$ cat config.mk
export PLATFORM = sky130hd
export DESIGN_NAME = ei_axi4_wr_arbiter
export DESIGN_NICKNAME = d
export VERILOG_FILES = /design/src/rtl/ei_axi4_pkg.sv /design/src/rtl/ei_axi4_rr_arbiter.sv /design/src/rtl/ei_axi4_wr_arbiter.sv
export SDC_FILE = /design/constraint.sdc
export NUM_CORES = 1
export LEC_CHECK = 0
export CORE_AREA = 2 2 107 109
export DETAILED_ROUTE_END_ITERATION = 8
export DIE_AREA = 0 0 109 111
export PLACE_DENSITY_LB_ADDON = 0.2
export SLEW_MARGIN = 5
export SYNTH_ARGS = -nofsm -noshare
export SYNTH_HDL_FRONTEND = slang
export SYNTH_SLANG_ARGS = --single-unit
$ cat constraint.sdc
create_clock -name aclk -period 1.6 [get_ports aclk]
set_input_delay 0.48 -clock aclk [delete_from_list [all_inputs] [get_ports aclk]]
set_output_delay 0.48 -clock aclk [all_outputs]
set_load 0.01 [all_outputs]
$ cat src/rtl/ei_axi4_pkg.sv
// ei_axi4_pkg: shared AXI4 channel types and arbiter state encoding
package ei_axi4_pkg;
    typedef enum logic [1:0] {FIXED = 2'b00, INCR = 2'b01, WRAP = 2'b10} burst_type_e;
    typedef enum logic [1:0] {OKAY = 2'b00, EXOKAY = 2'b01, SLVERR = 2'b10, DECERR = 2'b11} response_e;
    typedef enum logic [1:0] {IDLE, ADDR, DATA, RESP} arb_state_e;
endpackage

$ cat src/rtl/ei_axi4_rr_arbiter.sv
// ei_axi4_rr_arbiter: combinational round-robin pick of the first request at or after prio_ptr
module ei_axi4_rr_arbiter #(
    parameter int NUM_REQ = 2
) (
    input  logic [NUM_REQ-1:0]         i_req,
    input  logic [$clog2(NUM_REQ)-1:0] i_prio_ptr,
    output logic                       o_found,
    output logic [$clog2(NUM_REQ)-1:0] o_grant
);
    localparam int IW = $clog2(NUM_REQ);
    logic [NUM_REQ-1:0] w_rot;
    logic [IW-1:0]      w_off;
    logic [IW:0]        w_sum;
    // rotate so bit 0 is the highest-priority requester
    assign w_rot = NUM_REQ'({i_req, i_req} >> i_prio_ptr);
    always_comb begin
        w_off = '0;
        for (int i = NUM_REQ - 1; i >= 0; i--)
            if (w_rot[i]) w_off = IW'(i);
    end
    assign w_sum   = {1'b0, i_prio_ptr} + {1'b0, w_off};
    assign o_found = |w_rot;
    assign o_grant = (w_sum >= (IW+1)'(NUM_REQ)) ? IW'(w_sum - (IW+1)'(NUM_REQ)) : IW'(w_sum);
endmodule

$ cat src/rtl/ei_axi4_wr_arbiter.sv
// ei_axi4_wr_arbiter: round-robin AXI4 write arbiter holding one grant from AW through B
module ei_axi4_wr_arbiter
    import ei_axi4_pkg::*;
#(
    parameter int NUM_REQ    = 2,
    parameter int ADDR_WIDTH = 32,
    parameter int DATA_WIDTH = 32
) (
    input  logic                         aclk,
    input  logic                         areset,
    input  logic [ADDR_WIDTH-1:0]        req_awaddr  [NUM_REQ],
    input  logic [7:0]                   req_awlen   [NUM_REQ],
    input  logic [2:0]                   req_awsize  [NUM_REQ],
    input  burst_type_e                  req_awburst [NUM_REQ],
    input  logic [NUM_REQ-1:0]           req_awvalid,
    output logic [NUM_REQ-1:0]           req_awready,
    input  logic [DATA_WIDTH-1:0]        req_wdata   [NUM_REQ],
    input  logic [DATA_WIDTH/8-1:0]      req_wstrb   [NUM_REQ],
    input  logic [NUM_REQ-1:0]           req_wlast,
    input  logic [NUM_REQ-1:0]           req_wvalid,
    output logic [NUM_REQ-1:0]           req_wready,
    output response_e                    req_bresp   [NUM_REQ],
    output logic [NUM_REQ-1:0]           req_bvalid,
    input  logic [NUM_REQ-1:0]           req_bready,
    output logic [ADDR_WIDTH-1:0]        m_awaddr,
    output logic [7:0]                   m_awlen,
    output logic [2:0]                   m_awsize,
    output burst_type_e                  m_awburst,
    output logic                         m_awvalid,
    input  logic                         m_awready,
    output logic [DATA_WIDTH-1:0]        m_wdata,
    output logic [DATA_WIDTH/8-1:0]      m_wstrb,
    output logic                         m_wlast,
    output logic                         m_wvalid,
    input  logic                         m_wready,
    input  response_e                    m_bresp,
    input  logic                         m_bvalid,
    output logic                         m_bready,
    output logic [$clog2(NUM_REQ)-1:0]   grant_id,
    output logic                         busy,
    output logic                         wlast_err
);
    localparam int IW = $clog2(NUM_REQ);
    arb_state_e    r_state, w_next;
    logic [IW-1:0] r_grant, r_prio, w_arb_grant;
    logic [7:0]    r_len, r_beat;
    logic          r_wlast_err, w_found, w_aw_hs, w_w_hs, w_b_hs;

    ei_axi4_rr_arbiter #(.NUM_REQ(NUM_REQ)) u_rr (
        .i_req      (req_awvalid),
        .i_prio_ptr (r_prio),
        .o_found    (w_found),
        .o_grant    (w_arb_grant)
    );

    assign m_awaddr  = req_awaddr[r_grant];
    assign m_awlen   = req_awlen[r_grant];
    assign m_awsize  = req_awsize[r_grant];
    assign m_awburst = req_awburst[r_grant];
    assign m_wdata   = req_wdata[r_grant];
    assign m_wstrb   = req_wstrb[r_grant];
    assign m_wlast   = req_wlast[r_grant];
    assign m_awvalid = (r_state == ADDR) && req_awvalid[r_grant];
    assign m_wvalid  = (r_state == DATA) && req_wvalid[r_grant];
    assign m_bready  = (r_state == RESP) && req_bready[r_grant];
    assign w_aw_hs   = m_awvalid && m_awready;
    assign w_w_hs    = m_wvalid && m_wready;
    assign w_b_hs    = m_bvalid && m_bready;
    assign grant_id  = r_grant;
    assign busy      = (r_state != IDLE);
    assign wlast_err = r_wlast_err;

    always_comb begin
        for (int i = 0; i < NUM_REQ; i++) begin
            req_awready[i] = (r_grant == IW'(i)) && (r_state == ADDR) && m_awready;
            req_wready[i]  = (r_grant == IW'(i)) && (r_state == DATA) && m_wready;
            req_bvalid[i]  = (r_grant == IW'(i)) && (r_state == RESP) && m_bvalid;
            req_bresp[i]   = (r_grant == IW'(i)) ? m_bresp : OKAY;
        end
    end

    always_comb begin
        w_next = r_state;
        case (r_state)
            IDLE:    w_next = w_found ? ADDR : IDLE;
            ADDR:    w_next = w_aw_hs ? DATA : ADDR;
            DATA:    w_next = (w_w_hs && m_wlast) ? RESP : DATA;
            default: w_next = w_b_hs ? IDLE : RESP;
        endcase
    end

    always_ff @(posedge aclk or posedge areset)
        if (areset) r_state <= IDLE;
        else        r_state <= w_next;

    always_ff @(posedge aclk or posedge areset) begin
        if (areset) begin
            r_grant     <= '0;
            r_prio      <= '0;
            r_len       <= '0;
            r_beat      <= '0;
            r_wlast_err <= 1'b0;
        end else begin
            if (r_state == IDLE && w_found) r_grant <= w_arb_grant;
            if (w_aw_hs) begin
                r_len  <= m_awlen;
                r_beat <= '0;
            end
            if (w_w_hs) r_beat <= r_beat + 8'd1;
            if (w_b_hs) r_prio <= (r_grant == IW'(NUM_REQ - 1)) ? '0 : r_grant + 1'b1;
            // flag a wlast that disagrees with awlen; the FSM still follows wlast
            r_wlast_err <= w_w_hs && (m_wlast != (r_beat == r_len));
        end
    end
endmodule

## After elaboration in Yosys (flattened, before gate mapping)

Index checks and enable logic that the tools add are counted.

- Register bits after elaboration: 21
- Input bits: 177
- Output and inout port bits: 98

- Add/subtract/negate cells: 4
- Order comparisons: 3
- Equality and inequality tests: 5
- Shift-type cells: 1
- Muxes and demuxes: 39
- Bitwise gates (word level): 2
- Reductions and logical operators: 25

Operators with widths:

| cell | count |
|---|---|
| $mux 32 | 6 |
| $mux 8 | 5 |
| $logic_and 1x1->1 | 21 |
| $mux 1 | 14 |
| $mux 2 | 7 |
| $mux 4 | 3 |
| $mux 3 | 3 |
| $add 8x1->8 const B | 1 |
| $eq 8x8->1 | 1 |
| $pmux 2 s3 | 1 |
| $eq 2x2->1 const B | 2 |
| $ge 2x2->1 const B | 2 |
| $reduce_bool 2->1 | 2 |
| $shr 4x1->2 | 1 |
| $add 1x1->2 | 1 |
| $eq 2x1->1 const B | 1 |
| $logic_not 2->1 | 1 |
| $lt 1x2->1 const B | 1 |
| $not 1->2 | 1 |
| $reduce_or 2->1 | 1 |
| $add 1x1->1 const B | 1 |
| $ne 1x1->1 | 1 |
| $not 1->1 | 1 |
| $sub 1x1->1 const B | 1 |

## Depth between registers and ports, before layout

- Depth after elaboration: 7
- Mapped depth: 6

## Modules after synthesis

A second synthesis with hierarchy kept.

- Cell total of the unflattened synthesis: 225
- Area, all modules: 2173.3 µm²

Modules (own cells, without submodules):

| module | times used | cells an instance | area each (µm²) |
|---|---|---|---|
| ei_axi4_wr_arbiter | 1 | 221 | 2154.6 |
| ei_axi4_rr_arbiter | 1 | 4 | 18.8 |

## Worst setup path before layout

Ideal clock, no wire load.

- Path kind: register to output
- From: reg r_grant, in the netlist grant_id
- To: out m_awaddr[0]
- Data arrival time: 1.297 ns
- Required time: 1.120 ns
- Slack: -0.177 ns
- Stages on the path, launching flop included: 5
- Buffers on the path: 3
- Cell sequence: dfrtp_1 > buf_6 > buf_2 > buf_2 > mux2_2

- Word-level cells in the longest chain between the ends: 4

RTL lines:

| item | RTL line | source |
|---|---|---|
| start, declared | ei_axi4_wr_arbiter.sv:45 | `logic [IW-1:0] r_grant, r_prio, w_arb_grant;` |
| start signal, assigned | ei_axi4_wr_arbiter.sv:104 | `if (r_state == IDLE && w_found) r_grant <= w_arb_grant;` |
| $not 1->2 (not written as such) | ei_axi4_wr_arbiter.sv:56 | `assign m_awaddr = req_awaddr[r_grant];` |
| $mux 32 (not written as such) (3 in series) | ei_axi4_wr_arbiter.sv:56 |  |
| end, declared | ei_axi4_wr_arbiter.sv:25 | `output logic [ADDR_WIDTH-1:0] m_awaddr,` |

No other way between the ends. The select of a mux whose other input is x is not followed.

## Worst setup path in the final report

- From: reg r_grant, in the netlist grant_id
- To: out m_wdata[30]

- Word-level cells in the longest chain between the ends: 4

RTL lines:

| item | RTL line | source |
|---|---|---|
| $not 1->2 (not written as such) | ei_axi4_wr_arbiter.sv:60 | `assign m_wdata = req_wdata[r_grant];` |
| $mux 32 (not written as such) (3 in series) | ei_axi4_wr_arbiter.sv:60 |  |
| end, declared | ei_axi4_wr_arbiter.sv:31 | `output logic [DATA_WIDTH-1:0] m_wdata,` |

No other way between the ends. The select of a mux whose other input is x is not followed.

==> results.json <==
{
  "wirelength_um": 11900,
  "synth_top_area_frac": 0.439,
  "utilization": 0.564,
  "globalRouteMet1Util": 0.192,
  "cts_root_buf": "sky130_fd_sc_hd__clkbuf_16",
  "clkPwrFrac": 0.063,
  "holdPathEnd": "r_len[6]$_DFFE_PP0P_",
  "die_height_um": 111,
  "preCtsSetupSlack_ns": -0.720,
  "layout_setup_ws_ns": -0.508,
  "hold_depth": 2,
  "setup-violations-final": 116,
  "synth.yosys.seq_area_share": 0.244,
  "number_of_design_rule_violations_left_after_detail_routing": 0,
  "maxCapViolations": 0,
  "io_buffer_count": 274,
  "global_route.overflow_total": 0,
  "n_antenna_cell": 0,
  "worst-path-max-fanout": 6,
  "drt-vias-per-instance": 4.29,
  "net-switching-power_w": 0.00294,
  "grt_busiest_layer": "met2",
  "start_kind": "register",
  "cts_buffer_depth": 2,
  "powerDensity_nw_per_um2": 1340,
  "stdcell_count": 705,
  "number_of_global_route_vias_before_repair": 3284,
  "number_of_buffers_created_by_cts": 3,
  "via_count": 3022,
  "yosys.area.top_type": "sky130_fd_sc_hd__mux2_2",
  "power.static_leakage_nw": 2.88,
  "mappedNetlistNets": 398,
  "grt.met2_usage": 0.352,
  "boundaryPins": 275,
  "total_power_w": 0.00839,
  "drt_initial_violations": 58,
  "grt_start_max_net_pins": 25,
  "regToRegEndpoint": "r_beat[0]$_DFFE_PP0P_",
  "holdCritPathClass": "reg2reg",
  "tightestPinTransition_ns": 0.519,
  "tritoncts": "yes",
  "p_int_w": 0.00544,
  "dieWidth_um": 109,
  "syn-cell-area_um2": 2150,
  "timing.critical_path.to_type": "output pin",
  "critical_path_required_ns": 1.12,
  "yosys_register_bits": 21,
  "layout.nets": 741,
  "crit_chain": "buf_6 > buf_6 > clkbuf_16 > mux2_4 > buf_6",
  "proportion_of_layout_cells_with_a_drive_suffix_above_1": 0.534,
  "cp_slowest_cell": "sky130_fd_sc_hd__dfrtp_4",
  "hold_viol_final": 0,
  "yosys-top-cells-area": "sky130_fd_sc_hd__mux2_2, sky130_fd_sc_hd__dfrtp_1, sky130_fd_sc_hd__nand2_1",
  "r2r_setup_slack_ns": -0.29,
  "placed_area_um2": 5270,
  "holdBufCountCts": 0,
  "worst_ep_arrival_time_ns": 1.63,
  "fmax_mhz": 474,
  "floorplan.die_area_um2": 12100,
  "outcome": "complete, but fails checks",
  "fillerInstances": 976,
  "synth_cell_type_count": 32,
  "detail_route.wl_per_cell_um": 16.8,
  "floorplan.core_area_um2": 11100,
  "wire_length_of_the_first_global_routing_pass_um": 17100,
  "layout_worst_path_cycle_share": 1.32,
  "drt_pre_antenna_iters": 4,
  "syn-mean-instance-area_um2": 9.79,
  "clock_skew_ns": 0.00249,
  "report.final.slew_viol_count": 0,
  "initial_core_util": 0.195,
  "critPathMaxStageDelay_ns": 0.53,
  "dpl.hpwl_um": 8740,
  "placedCellCount": 653,
  "final_design_area_no_fill_um2": 6250,
  "clock_latency_ns": 0.26,
  "htreeDepth": 1,
  "routabilityCongestion": 0.824,
  "p_sw_frac": 0.351,
  "power.combinational.fraction": 0.826,
  "timing.rr.start": "grant_id$_DFFE_PP0P_",
  "setup.worst_path.class": "reg2out",
  "power.share.sequential": 0.111,
  "violations": "negative setup slack",
  "ant_nets": 0,
  "antenna_found_initial": 0,
  "worst_ir_drop_on_vdd_mv": 0.659,
  "grt_setup_unrepaired": "true",
  "min-delay-start": "r_len[6]$_DFFE_PP0P_",
  "cts_sinks": 21,
  "path_common_cell": "sky130_fd_sc_hd__buf_6",
  "gr-usage-met3": 0.0317,
  "netlist_instances": 220,
  "min_period_ns": 2.11,
  "timing.reg2reg.worst_path_depth": 8,
  "syn2layout_area_growth_pct": 190,
  "relSlewSlack": 0.651,
  "synth_warnings": 0,
  "floorplan.rows": 39,
  "clkSlewWorstSetupHoldPaths_ns": 0.06,
  "track_usage": 0.181
}
==> worst max-delay path by stage <==
stage | from | end | slack, ns
CTS | grant_id$_DFFE_PP0P_ | m_wdata[11] | -0.69
finish | grant_id$_DFFE_PP0P_ | m_wdata[30] | -0.51
detailed placement | req_awvalid[0] | m_awvalid | -0.72
global placement | req_awvalid[1] | m_awvalid | -0.68
global route | grant_id$_DFFE_PP0P_ | m_awaddr[25] | -0.55
floorplan | grant_id$_DFFE_PP0P_ | m_awaddr[0] | -0.04
==> registers in the layout (all words and copies together) (netlist names) <==
register	flops
r_len	8
wlast_err	1
r_prio	1
r_beat	8
r_state	2
grant_id	1
==> layout make-up <==
cell class,instances,area [µm²],share of cell area
tap,143,179,0.0286
inverter,4,20.0,0.00320
clock inverter,1,5.00,0.000801
clock buffer,3,75.1,0.0120
timing repair buffer,352,3660,0.585
sequential,21,532,0.0851
multi-input combinational,181,1780,0.285
==> cell usage after synthesis (all sizes together) <==
cell type / instances
mux2: 85
nand2: 32
dfrtp: 21
nor2: 15
buf: 14
xor2: 8
a21oi: 6
mux2i: 6
inv: 4
and3: 3
nor4: 3
a22o: 2
and2: 2
nand3: 2
nand3b: 2
nand4: 2
nor2b: 2
xnor2: 2
a31oi: 1
clkbuf: 1
ha: 1
nor3: 1
nor3b: 1
nor4b: 1
o21ai: 1
o21bai: 1
or2: 1
==> critical path, delay by kind of cell (launching register included) <==
| family | cells | cell delay (ns) |
|---|---|---|
| buffers and inverters | 4 | 0.53 |
| multiplexers | 1 | 0.30 |
| flip-flops | 1 | 0.53 |
==> timing repair <==
action                     4_1_cts  5_1_grt
setup endpoints to repair      116      117
pin swaps                       16       22
setup buffers                   32       19
cloned                           6        2
resized for setup              406      170
==> per-stage QoR <==
stage,hold slack (ns),setup TNS (ns)
detailed placement,0.486,-56.20
finish,0.498,-42.22
CTS,0.496,-50.11
global placement,0.483,-55.32
floorplan,0.457,-3.09
global route,0.522,-47.85
==> metal layers <==
metal  part of all wire  up-vias
li1                   -     1461
met2               0.54      152
met4              0.026        0
met1               0.36     1386
met3              0.077       23
met5                  0        -
==> cells by family (layout without fill, tap and decap cells) <==
group / after synthesis / in the layout / share of synthesized area
muxes: 91 / 91 / 0.485
and+or+nand+nor: 67 / 68 / 0.145
DFF: 21 / 21 / 0.244
buffers and inverters: 19 / 360 / 0.0482
AOI/OAI and AO/OA: 11 / 11 / 0.0308
xor gates and xnor gates: 10 / 10 / 0.0407
adders and majority gates: 1 / 1 / 0.00581
==> cell usage in the layout (no fill, tap or decap), drive strengths merged, types with 6 or more instances in the layout <==
cell type / instances
dfrtp: 21
mux2: 85
clkdlybuf4s50: 174
nor2: 15
a21oi: 6
dlymetal6s2s: 7
buf: 167
nand2: 32
xor2: 8
mux2i: 6
==> power by group through the flow <==
| stage | Clock (W) | Combinational [W] | Sequential [W] |
|---|---|---|---|
| finish | 0.000531 | 0.00693 | 0.000930 |
| global route | 0.000578 | 0.00735 | 0.000957 |
| CTS | 0.000540 | 0.00606 | 0.000930 |
| detailed placement | 0 | 0.00487 | 0.000949 |
| global placement | 0 | 0.00484 | 0.000946 |
| floorplan | 0 | 0.00257 | 0.000826 |
Note: power is estimated with default switching activity, not from simulation.
